### src/rtl/uart_receiver_pkg.sv
// rtl/uart_receiver_pkg.sv - shared UART line-format constants and receiver state type
package uart_receiver_pkg;

  localparam int UART_CLKS_PER_BIT = 434;
  localparam int UART_DATA_BITS    = 8;

  typedef enum logic [2:0] {
    ST_IDLE    = 3'd0,
    ST_START   = 3'd1,
    ST_DATA    = 3'd2,
    ST_STOP    = 3'd3,
    ST_RECOVER = 3'd4
  } rx_state_e;

  function automatic int half_bit(input int clks_per_bit);
    return clks_per_bit / 2;
  endfunction

endpackage

### src/rtl/uart_rx_sync.sv
// rtl/uart_rx_sync.sv - two-flop synchronizer for an idle-high asynchronous input pin
module uart_rx_sync (
  input  logic clk,
  input  logic rst,
  input  logic async_i,
  output logic sync_o
);

  logic meta_q;
  logic sync_q;

  // Reset to 1 so an idle-high line never looks like a start edge coming out of reset.
  always_ff @(posedge clk or posedge rst) begin
    if (rst) begin
      meta_q <= 1'b1;
      sync_q <= 1'b1;
    end else begin
      meta_q <= async_i;
      sync_q <= meta_q;
    end
  end

  assign sync_o = sync_q;

endmodule

### src/rtl/uart_receiver.sv
// rtl/uart_receiver.sv - 8N1 UART receiver with mid-bit sampling and framing-error detection
module uart_receiver
  import uart_receiver_pkg::*;
#(
  parameter int CLKS_PER_BIT = UART_CLKS_PER_BIT
) (
  input  logic       clk,
  input  logic       rst,
  input  logic       rx,
  output logic [7:0] rx_byte,
  output logic       rx_done,
  output logic       rx_error,
  output logic       rx_busy
);

  localparam int CNT_W = (CLKS_PER_BIT > 2) ? $clog2(CLKS_PER_BIT) : 1;
  localparam int IDX_W = $clog2(UART_DATA_BITS);
  localparam logic [CNT_W-1:0] CNT_BIT_END  = CNT_W'(CLKS_PER_BIT - 1);
  localparam logic [CNT_W-1:0] CNT_HALF_END = CNT_W'(half_bit(CLKS_PER_BIT) - 1);
  localparam logic [IDX_W-1:0] IDX_LAST     = IDX_W'(UART_DATA_BITS - 1);

  logic       rx_s;
  rx_state_e  state_q, state_d;
  logic [CNT_W-1:0] cnt_q, cnt_d;
  logic [IDX_W-1:0] idx_q, idx_d;
  logic [7:0] shift_q, shift_d;
  logic [7:0] byte_q, byte_d;
  logic       done_q, done_d;
  logic       err_q, err_d;

  uart_rx_sync u_sync (
    .clk     (clk),
    .rst     (rst),
    .async_i (rx),
    .sync_o  (rx_s)
  );

  always_ff @(posedge clk or posedge rst) begin
    if (rst) begin
      state_q <= ST_IDLE;
      cnt_q   <= '0;
      idx_q   <= '0;
      shift_q <= '0;
      byte_q  <= '0;
      done_q  <= 1'b0;
      err_q   <= 1'b0;
    end else begin
      state_q <= state_d;
      cnt_q   <= cnt_d;
      idx_q   <= idx_d;
      shift_q <= shift_d;
      byte_q  <= byte_d;
      done_q  <= done_d;
      err_q   <= err_d;
    end
  end

  always_comb begin
    state_d = state_q;
    cnt_d   = cnt_q;
    idx_d   = idx_q;
    shift_d = shift_q;
    byte_d  = byte_q;
    done_d  = 1'b0;
    err_d   = 1'b0;
    case (state_q)
      ST_IDLE: begin
        if (!rx_s) begin
          state_d = ST_START;
          cnt_d   = '0;
        end
      end
      // Re-check the line at mid start bit so short glitches are dropped silently.
      ST_START: begin
        if (cnt_q == CNT_HALF_END) begin
          cnt_d = '0;
          if (!rx_s) begin
            state_d = ST_DATA;
            idx_d   = '0;
          end else begin
            state_d = ST_IDLE;
          end
        end else begin
          cnt_d = cnt_q + CNT_W'(1);
        end
      end
      ST_DATA: begin
        if (cnt_q == CNT_BIT_END) begin
          cnt_d          = '0;
          shift_d[idx_q] = rx_s;
          if (idx_q == IDX_LAST) state_d = ST_STOP;
          else                   idx_d   = idx_q + IDX_W'(1);
        end else begin
          cnt_d = cnt_q + CNT_W'(1);
        end
      end
      // Leaving at mid stop bit leaves half a bit of margin to catch the next start edge.
      ST_STOP: begin
        if (cnt_q == CNT_BIT_END) begin
          cnt_d = '0;
          if (rx_s) begin
            byte_d  = shift_q;
            done_d  = 1'b1;
            state_d = ST_IDLE;
          end else begin
            err_d   = 1'b1;
            state_d = ST_RECOVER;
          end
        end else begin
          cnt_d = cnt_q + CNT_W'(1);
        end
      end
      ST_RECOVER: begin
        if (rx_s) state_d = ST_IDLE;
      end
      default: state_d = ST_IDLE;
    endcase
  end

  assign rx_byte  = byte_q;
  assign rx_done  = done_q;
  assign rx_error = err_q;
  assign rx_busy  = (state_q != ST_IDLE);

endmodule

### config.mk
export PLATFORM = sky130hd
export DESIGN_NAME = uart_receiver
export DESIGN_NICKNAME = d
export VERILOG_FILES = /design/src/rtl/uart_receiver_pkg.sv /design/src/rtl/uart_rx_sync.sv /design/src/rtl/uart_receiver.sv
export SDC_FILE = /design/constraint.sdc
export NUM_CORES = 1
export LEC_CHECK = 0
export BUFFER_PORTS_ARGS = -buffer_cell sky130_fd_sc_hd__buf_2
export CAP_MARGIN = 10
export CORE_MARGIN = 5
export CORE_UTILIZATION = 63
export CTS_BUF_LIST = sky130_fd_sc_hd__clkbuf_4 sky130_fd_sc_hd__clkbuf_8 sky130_fd_sc_hd__clkbuf_16
export DETAILED_ROUTE_END_ITERATION = 8
export GPL_TIMING_DRIVEN = 0
export PLACE_DENSITY = 0.83
export SYNTH_ARGS = -nofsm -noshare
export SYNTH_HDL_FRONTEND = slang
export SYNTH_SLANG_ARGS = --single-unit
### constraint.sdc
create_clock -name clk -period 5.4 [get_ports clk]
set_input_delay 1.08 -clock clk [delete_from_list [all_inputs] [get_ports clk]]
set_output_delay 1.08 -clock clk [all_outputs]
set_load 0.005 [all_outputs]
==> flow_metrics.env, run 1 <==
export IMPL_synth_mux_area_frac=0.1091
export IMPL_critical_path_buf_inv_count=2
export IMPL_syn_area_sq_um=1743
export IMPL_row_count=19
export IMPL_synthXorXnorAreaFrac=0
export IMPL_crit_arrival_ns=1.50
export IMPL_grt_max_degree=27
export IMPL_crit_type="flop to primary output"
export IMPL_area_delta_synth_final_pct=12.20
export IMPL_synth_compound_area_frac=0.1149
export IMPL_post_cts_buffers=0
export IMPL_crit_path_end_kind="primary output"
export IMPL_globalRouteMet3Util=0.05216
export IMPL_coreArea_sq_um=2710
export IMPL_ff2ff_path_depth=7
export IMPL_clock_sink_count=35
export IMPL_grt_pass1_vias=1352
export IMPL_synthSimpleGateAreaFrac=0.1967
export IMPL_grtUsageMet1=0.2448
export IMPL_dp_slack_ns=3.192
export IMPL_final_net_count=193
export IMPL_synth_edf_count=0
export IMPL_finalCriticalPeriod_ns=2.576
export IMPL_max_stage_delay_ns=0.42
export IMPL_rsz0062_at_grt="false"
export IMPL_crit_chain="clkbuf_1 > or3_1 > buf_2"
export IMPL_wl_per_cell_microns=15.33
export IMPL_cap_violations=0
export IMPL_port_buffers=13
export IMPL_synthAdderAreaFrac=0.03589
export IMPL_cts_tree="built"
export IMPL_numCtsBuffers=5
export IMPL_final_period_utilization=0.4771
export IMPL_max_clock_path_buffers=2
export IMPL_die_h_microns=62.60
export IMPL_grt_antenna_before_repair=0
export IMPL_synthTopCellsByArea="dfrtp_1, mux2_2, ha_1"
export IMPL_start_util=0.6431
export IMPL_num_vias=1294
export IMPL_finalHoldViolCount=0
export IMPL_ys_seq_area_frac=0.5039
export IMPL_post_route_drc_count=0
export IMPL_totalWireLength_microns=3326
export IMPL_final_max_slew_viol_count=0
export IMPL_grt_pass1_wl_microns=6023
export IMPL_ios=14
export IMPL_power_total_uw=459.7
export IMPL_drt_iter0_drc=52
export IMPL_syn_area_per_cell_sq_um=10.63
export IMPL_worstReg2RegEnd="cnt_q[5]"
export IMPL_hold_path_end="u_sync.sync_o"
export IMPL_fin_ws_ns=2.824
export IMPL_cellPowerDensity_nw_per_um2=235.0
export IMPL_clkLatencyLatePin_ns=0.34
export IMPL_hold_class="flop to flop"
export IMPL_worst_pin_slew_ns=0.4866
export IMPL_netlist_instances=164
export IMPL_post_dp_cell_area_sq_um=1874
export IMPL_yosys_warnings=0
export IMPL_cpMaxStageDelayCell="dfrtp_1"
export IMPL_min_path_cells=0
export IMPL_synthArstFlopShare=1.000
export IMPL_drive_above_1_share=0.2688
export IMPL_cts_root_buf="clkbuf_4"
export IMPL_yosys_top_cells_count="dfrtp_1, mux2_2, nand2_1"
export IMPL_diodes=0
export IMPL_cp_top_family="flip-flops"
export IMPL_fmaxAchievable_mhz=388.1
export IMPL_grt_overflow=0
export IMPL_cp_max_fo=10
export IMPL_setup_viol_count_final=0
export IMPL_p_leak_uw=0.0009289
export IMPL_met2_usage=0.3057
export IMPL_post_route_cell_area_sq_um=1956
export IMPL_ys_types=40
export IMPL_via_per_inst=5.963
export IMPL_tns_ns=0
export IMPL_cts_resized=0
export IMPL_synth_top_family_by_area="simple AND/OR/NAND/NOR gates"
export IMPL_reg2reg_slack_ns=3.35
export IMPL_synth_top_area_frac=0.4738
export IMPL_die_w_microns=62.60
export IMPL_dieArea_sq_um=3918
export IMPL_syn_nets=172
export IMPL_ctsHoldBuffers=0
export IMPL_path_clk_slew_ns=0.11
export IMPL_cp_required_ns=4.32
export IMPL_gp_congestion=0.8866
export IMPL_dp_hpwl_microns=2478
export IMPL_antenna_left=0
export IMPL_startpoint_type="flop"
export IMPL_synth_most_common_cell="dfrtp_1"
export IMPL_r2r_start="cnt_q[0]"
export IMPL_status="completed"
export IMPL_relSlewSlack=0.6752
export IMPL_ys_ff_latch=35
export IMPL_synth_ff_type="dfrtp_1"
export IMPL_yosysTopAreaCell="dfrtp_1"
export IMPL_max_vdd_ir_drop_uv=344.2
export IMPL_grt_busiest_layer="met2"
export IMPL_grt_util_all_layers=0.1924
export IMPL_hold_start="u_sync.meta_q"
export IMPL_htree_num_levels=2
export IMPL_fin_skew_ns=0.01287
export IMPL_drt_first_pass_iters=4
-- layout make-up --
cell class / instances / area, sq um
Timing Repair Buffer: 14 / 92.59
Inverter: 8 / 30.03
Clock inverter: 3 / 43.79
Tap cell: 31 / 38.79
Clock buffer: 5 / 37.54
Sequential cell: 35 / 878.3
Multi-Input combinational cell: 114 / 795.8
Buffer: 7 / 38.79
Fill cell: 204 / 754.5
-- sequential cells by signal (all words and copies together) (netlist names) --
signal / cells
cnt_q: 9
rx_done: 1
u_sync.sync_o: 1
idx_q: 3
rx_byte: 8
u_sync.meta_q: 1
rx_error: 1
state_q: 3
shift_q: 8
-- worst reg2reg max path: stages, from the launching register on --
cell	delay, ns
dfrtp_1	0.44
inv_1	0.11
ha_1	0.15
or4b_4	0.46
o31a_1	0.31
buf_6	0.15
nor2_4	0.18
o221ai_1	0.13
-- per-layer routing --
metal  vias to the layer above  part of all wire
met3                         5             0.039
li1                        642                 -
met5                         -                 0
met1                       619              0.45
met2                        28              0.49
met4                         0             0.015
-- logic make-up (layout without fill, tap and decap cells) --
logic type      Yosys count  after routing
buf+inv                  15             37
flops                    35             35
mux                      17             17
simple gates             61             61
compound gates           31             31
fa+ha+maj                 5              5
-- stage by stage --
step	utilization	instances	hold WS (ns)
final	0.7216	217	0.3682
after global routing	0.7216	217	0.3745
after CTS	0.7216	217	0.3708
after detailed placement	0.6916	209	0.3468
after global placement	0.6814	208	0.3459
after floorplan	-	164	0.3452
-- power by group --
group	internal, uW	total (uW)	switching [uW]
Clock	97.4	185	87.8
Combinational	3.10	10.2	7.07
Sequential	263	264	0.979
Total	364	460	95.8
-- cells in the final DEF (no fill, tap or decap), types with 3 or more instances in the layout --
master,n
o21ai_0,10
nand4_1,8
o211ai_1,3
nand2_1,14
buf_2,14
nand3_1,7
inv_1,8
clkbuf_4,5
clkbuf_1,4
ha_1,5
nor2_1,9
nor3_1,7
dfrtp_1,33
mux2_2,16
nor2b_1,3
a21oi_1,4
-- how the worst max path moves through the flow --
stage / endpoint / from / cells past startpoint
floorplan: rx_busy / state_q[2] / 2
global placement: rx_byte[2] / rst / 2
detailed placement: rx_busy / state_q[2] / 3
CTS: rx_busy / state_q[2] / 3
global route: rx_busy / state_q[2] / 3
finish: rx_busy / state_q[2] / 3
Note: power is estimated with default switching activity, not from simulation.
==> inputs of run 2 (changes only) <==
--- a/config.mk
+++ b/config.mk
@@ -8,11 +8,11 @@
 export BUFFER_PORTS_ARGS = -buffer_cell sky130_fd_sc_hd__buf_2
 export CAP_MARGIN = 10
 export CORE_MARGIN = 5
-export CORE_UTILIZATION = 63
+export CORE_UTILIZATION = 58
 export CTS_BUF_LIST = sky130_fd_sc_hd__clkbuf_4 sky130_fd_sc_hd__clkbuf_8 sky130_fd_sc_hd__clkbuf_16
 export DETAILED_ROUTE_END_ITERATION = 8
 export GPL_TIMING_DRIVEN = 0
-export PLACE_DENSITY = 0.83
+export PLACE_DENSITY = 0.78
 export SYNTH_ARGS = -nofsm -noshare
 export SYNTH_HDL_FRONTEND = slang
 export SYNTH_SLANG_ARGS = --single-unit
==> constraint.sdc (replaced) <==
create_clock -name clk -period 2.7 [get_ports clk]
set_input_delay 0.54 -clock clk [delete_from_list [all_inputs] [get_ports clk]]
set_output_delay 0.54 -clock clk [all_outputs]
set_load 0.005 [all_outputs]
==> run 2 against run 1 <==
Against the previous run: non-clock buffer count unchanged; global-route usage increased by 0.93 points; clock power increased by 78%; combinational power increased by 77%; first-iteration DRC count up 92%; clock skew is 0.0017 ns lower; largest power group unchanged.
==> flow_metrics.env, run 2 (synthesis results as in run 1) <==
export IMPL_hold_start="rx"
export IMPL_port_buffers=13
export IMPL_fmaxAchievable_mhz=488.2
export IMPL_crit_type="flop to primary output"
export IMPL_clock_sink_count=35
export IMPL_area_delta_synth_final_pct=10.98
export IMPL_final_common_cell="dfrtp_1"
export IMPL_power_frac_clock=0.376
export IMPL_final_period_utilization=0.7587
export IMPL_grt_max_degree=22
export IMPL_totalWireLength_microns=3491
export IMPL_clkLatencyLatePin_ns=0.34
export IMPL_layout_common_cells="dfrtp_1, mux2_2, buf_2, nand2_1, o21ai_0"
export IMPL_numCtsBuffers=5
export IMPL_crit_path_end_kind="primary output"
export IMPL_ctsHoldBuffers=0
export IMPL_reg2reg_slack_ns=0.67
export IMPL_worst_pin_slew_ns=0.8419
export IMPL_num_vias=1357
export IMPL_share_seq_of_total_power=0.603
export IMPL_via_per_inst=6.253
export IMPL_post_route_drc_count=0
export IMPL_cts_tree="built"
export IMPL_finalCriticalPeriod_ns=2.048
export IMPL_gp_congestion=0.9045
export IMPL_min_path_cells=1
export IMPL_grt_util_all_layers=0.2017
export IMPL_row_count=19
export IMPL_drt_first_pass_iters=4
export IMPL_tns_ns=0
export IMPL_relSlewSlack=0.4381
export IMPL_max_stage_delay_ns=0.43
export IMPL_dieArea_sq_um=4202
export IMPL_drt_iter0_drc=100
export IMPL_worstReg2RegEnd="cnt_q[8]"
export IMPL_start_util=0.6161
export IMPL_htree_num_levels=2
export IMPL_post_route_cell_area_sq_um=1934
export IMPL_ios=14
export IMPL_ff2ff_path_depth=7
export IMPL_drive_above_1_share=0.2688
export IMPL_wl_per_cell_microns=16.09
export IMPL_grt_antenna_before_repair=0
export IMPL_dp_hpwl_microns=2572
export IMPL_cellPowerDensity_nw_per_um2=453.3
export IMPL_path_clk_slew_ns=0.11
export IMPL_crit_chain="clkbuf_1 > or3_1 > buf_2"
export IMPL_fin_skew_ns=0.01113
export IMPL_pwr_share_comb=0.021
export IMPL_final_max_slew_viol_count=0
export IMPL_cts_root_buf="clkbuf_4"
export IMPL_r2r_start="cnt_q[0]"
export IMPL_max_clock_path_buffers=2
export IMPL_die_w_microns=64.82
export IMPL_antenna_left=0
export IMPL_cpMaxStageDelayCell="dfrtp_1"
export IMPL_timing_hold_ws_ns=0.2971
export IMPL_cts_resized=0
export IMPL_final_net_count=193
export IMPL_post_dp_cell_area_sq_um=1862
export IMPL_internal_power_uw=683.1
export IMPL_max_vdd_ir_drop_uv=371.0
export IMPL_coreArea_sq_um=2829
export IMPL_die_h_microns=64.82
export IMPL_power_total_uw=876.8
export IMPL_grt_pass1_vias=1366
export IMPL_setup_viol_count_final=0
export IMPL_regMostFlops="cnt_q"
export IMPL_grt_pass1_wl_microns=6451
export IMPL_hold_class="input port to flop"
export IMPL_cap_violations=0
export IMPL_rsz0062_at_grt="false"
export IMPL_status="completed"
export IMPL_crit_arrival_ns=1.51
export IMPL_grt_overflow=0
export IMPL_largest_reg_flops=9
export IMPL_sw_frac_of_total=0.2209
export IMPL_diodes=0
export IMPL_startpoint_type="flop"
export IMPL_fin_util=0.6838
export IMPL_cp_max_fo=10
export IMPL_cp_required_ns=2.16
export IMPL_finalHoldViolCount=0
export IMPL_p_leak_uw=0.0009161
export IMPL_post_cts_buffers=0
export IMPL_hold_path_end="u_sync.meta_q"
export IMPL_switchingPower_uw=193.7
run 2: power groups by stage:
stage	Sequential [uW]	Clock (uW)	Combinational, uW
5_1_grt	529	373	21.3
3_5_place_dp	539	0	18.8
6_report	529	330	18.1
4_1_cts	529	335	18.9
3_3_place_gp	539	0	15.6
2_1_floorplan	538	0	10.9
run 2: cell type report:
type	instances	area, sq um
plain buffers	7	38.79
repair buffers	14	80.08
multi-input cells	114	795.8
clock buffers	7	65.06
inverters	8	30.03
flip-flops and latches	35	878.3
clock inverters	1	7.507
well taps	31	38.79
fillers	225	894.6
run 2: worst max-delay path by stage:
stage	startpoint	end	slack, ns
2_1_floorplan	cnt_q[0]	cnt_q[5]	0.84
3_3_place_gp	cnt_q[0]	cnt_q[5]	0.74
3_5_place_dp	cnt_q[0]	cnt_q[8]	0.67
4_1_cts	state_q[2]	rx_busy	0.64
5_1_grt	state_q[2]	rx_busy	0.53
6_report	state_q[2]	rx_busy	0.65
run 2: layer usage:
layer / track usage / share of wire / vias up
met2: 0.2937 / 0.48 / 47
met3: 0.07427 / 0.055 / 6
met1: 0.2723 / 0.45 / 660
li1: - / - / 644
met5: 0 / 0 / -
met4: 0.08179 / 0.014 / 0
run 2: per-stage QoR:
stage,cells,worst slack (ns)
after floorplan,164,0.8442
after global placement,208,0.7440
after detailed placement,209,0.6657
after CTS,217,0.6368
after global routing,217,0.5312
final,217,0.6515
run 2: critical path: cells and delay by family, from the launching register on:
| kind | cells | cell delay (ns) |
|---|---|---|
| DFF | 1 | 0.43 |
| and+or+nand+nor | 1 | 0.38 |
| buffers and inverters | 2 | 0.36 |
==> inputs of run 3 (changes only) <==
--- a/config.mk
+++ b/config.mk
@@ -5,10 +5,11 @@
 export SDC_FILE = /design/constraint.sdc
 export NUM_CORES = 1
 export LEC_CHECK = 0
+export ABC_AREA = 1
 export BUFFER_PORTS_ARGS = -buffer_cell sky130_fd_sc_hd__buf_2
 export CAP_MARGIN = 10
 export CORE_MARGIN = 5
-export CORE_UTILIZATION = 58
+export CORE_UTILIZATION = 59
 export CTS_BUF_LIST = sky130_fd_sc_hd__clkbuf_4 sky130_fd_sc_hd__clkbuf_8 sky130_fd_sc_hd__clkbuf_16
 export DETAILED_ROUTE_END_ITERATION = 8
 export GPL_TIMING_DRIVEN = 0
==> constraint.sdc (replaced) <==
create_clock -name clk -period 2 [get_ports clk]
set_input_delay 0.4 -clock clk [delete_from_list [all_inputs] [get_ports clk]]
set_output_delay 0.4 -clock clk [all_outputs]
set_load 0.005 [all_outputs]
==> run 3 against run 2 <==
Against the previous run: power is 29% higher; clock power is 18% higher; register-to-register slack worse by 0.23 ns; largest power group unchanged; global-route usage is 0.96 points lower; worst hold slack worse by 0.15 ns; largest cell class unchanged; clock skew is 0.0033 ns higher.
==> flow_metrics.env, run 3 <==
export IMPL_status="completed"
export IMPL_yosys_warnings=0
export IMPL_finalCriticalPeriod_ns=1.675
export IMPL_row_count=20
export IMPL_grt_overflow=0
export IMPL_grt_max_degree=20
export IMPL_fin_skew_ns=0.01440
export IMPL_worst_pin_slew_ns=0.7431
export IMPL_grt_pass1_wl_microns=6230
export IMPL_cts_tree="built"
export IMPL_r2r_start="cnt_q[1]"
export IMPL_min_path_cells=1
export IMPL_grt_pass1_vias=1375
export IMPL_syn_area_per_cell_sq_um=7.919
export IMPL_startpoint_type="flop"
export IMPL_start_util=0.6120
export IMPL_yosys_top_cells_count="nand2_1, dfrtp_1, inv_1"
export IMPL_wl_per_cell_microns=11.34
export IMPL_power_total_uw=1135
export IMPL_relSlewSlack=0.5041
export IMPL_syn_area_sq_um=1853
export IMPL_finalHoldViolCount=0
export IMPL_synth_edf_count=0
export IMPL_ff_latch_area_sq_um=878.3
export IMPL_layout_common_cells="nand2_1, dfrtp_1, inv_1"
export IMPL_dp_hpwl_microns=2446
export IMPL_regMostFlops="cnt_q"
export IMPL_num_vias=1498
export IMPL_syn_nets=242
export IMPL_fmaxAchievable_mhz=596.9
export IMPL_setup_viol_count_final=0
export IMPL_largest_reg_flops=9
export IMPL_cts_root_buf="clkbuf_4"
export IMPL_p_leak_uw=0.001095
export IMPL_max_vdd_ir_drop_uv=455.7
export IMPL_grt_util_all_layers=0.1920
export IMPL_synth_ff_type="dfrtp_1"
export IMPL_clock_sink_count=35
export IMPL_via_per_inst=4.993
export IMPL_path_clk_slew_ns=0.10
export IMPL_ys_ff_latch=35
export IMPL_grt_antenna_before_repair=0
export IMPL_htree_num_levels=2
export IMPL_crit_type="flop to primary output"
export IMPL_cap_violations=0
export IMPL_synthTopCellsByArea="dfrtp_1, nand2_1, nand3_1"
export IMPL_final_net_count=263
export IMPL_antenna_left=0
export IMPL_dieArea_sq_um=4361
export IMPL_hold_path_end="u_sync.meta_q"
export IMPL_synth_most_common_cell="nand2_1"
export IMPL_die_h_microns=66.04
export IMPL_coreArea_sq_um=3028
export IMPL_die_w_microns=66.04
export IMPL_ys_seq_area_frac=0.4740
export IMPL_max_clock_path_buffers=2
export IMPL_hold_start="rx"
export IMPL_ios=14
export IMPL_drt_first_pass_iters=4
export IMPL_hold_class="input port to flop"
export IMPL_final_common_cell="nand2_1"
export IMPL_dp_slack_ns=0.4364
export IMPL_cp_max_fo=6
export IMPL_final_max_slew_viol_count=0
export IMPL_numCtsBuffers=5
export IMPL_netlist_instances=234
export IMPL_final_period_utilization=0.8377
export IMPL_diodes=0
export IMPL_cts_resized=0
export IMPL_clkLatencyLatePin_ns=0.36
export IMPL_area_delta_synth_final_pct=11.07
export IMPL_post_cts_buffers=0
export IMPL_fillCellCount=246
export IMPL_crit_arrival_ns=1.28
export IMPL_totalWireLength_microns=3402
export IMPL_cp_required_ns=1.60
export IMPL_worstReg2RegEnd="cnt_q[5]"
export IMPL_port_buffers=13
export IMPL_post_route_drc_count=0
export IMPL_crit_path_end_kind="primary output"
export IMPL_synth_top_area_frac=0.4456
export IMPL_reg2reg_slack_ns=0.44
export IMPL_rsz0062_at_grt="false"
export IMPL_fin_ws_ns=0.3246
export IMPL_timing_hold_ws_ns=0.1432
export IMPL_fin_util=0.6798
export IMPL_synthArstFlopShare=1.000
export IMPL_cellPowerDensity_nw_per_um2=551.3
export IMPL_ctsHoldBuffers=0
export IMPL_multi_input_area_sq_um=859.6
export IMPL_drive_above_1_share=0.1719
export IMPL_drt_iter0_drc=123
export IMPL_yosysTopAreaCell="dfrtp_1"
export IMPL_ys_types=26
export IMPL_tns_ns=0
export IMPL_ff2ff_path_depth=9
export IMPL_gp_congestion=0.8149
## run 3: cell types whose count changed after synthesis, moves of 4 or more
cell,delta
nand2_1,+71
mux2_2,-16
inv_1,+13
nor2_1,+11
nand3_1,+10
nor3_1,-6
nand2_2,+5
nand4_1,+5
clkbuf_1,-4
nor2_2,+4
o21ai_0,-4
o21bai_1,+4
## run 3: logic make-up after synthesis
kind of cell	share of synthesized area
adders and majority gates	0.03376
buffers and inverters	0.06212
xor gates and xnor gates	0.01418
and+or+nand+nor	0.3720
AOI/OAI and AO/OA	0.04389
DFF	0.4740
## run 3: per-stage QoR
stage               cells  area, sq um
floorplan             234         1853
CTS                   300         2058
global placement      291         1973
detailed placement    292         2001
finish                300         2058
global route          300         2058
## run 3: how the worst max path moves through the flow
| stage | slack, ns | start | end |
|---|---|---|---|
| after global routing | 0.24 | state_q[0] | rx_busy |
| after CTS | 0.30 | state_q[0] | rx_busy |
| after detailed placement | 0.44 | cnt_q[1] | rx_byte[5] |
| final | 0.32 | state_q[0] | rx_busy |
| after global placement | 0.37 | rst | idx_q[0] |
| after floorplan | 0.59 | cnt_q[1] | shift_q[2] |
## run 3: power by group
part	internal, uW	leakage [uW]	switching (uW)
registers	711	0.000467	0.514
logic	9.17	0.000600	22.9
clock network	134	0.0000272	257
total	854	0.00109	281
## run 3: metal layers
metal,track usage,part of all wire,vias up
met2,0.2829,0.43,21
met3,0.05612,0.042,7
met5,0,0,-
li1,-,-,789
met4,0.08376,0.021,0
met1,0.2621,0.51,681
## run 3: worst max-delay path, stage by stage, from the launching register on
cell	delay, ns
dfrtp_1	0.47
nor2_2	0.25
nand2_1	0.08
buf_2	0.13
## run 3: final cells by class
class,instances,area share
buffer,4,0.01216
clock buffer,5,0.01824
clock inverter,3,0.009726
inverter,24,0.04377
multi-input combinational,171,0.4176
sequential,35,0.4267
tap,44,0.02675
timing repair buffer,14,0.04498
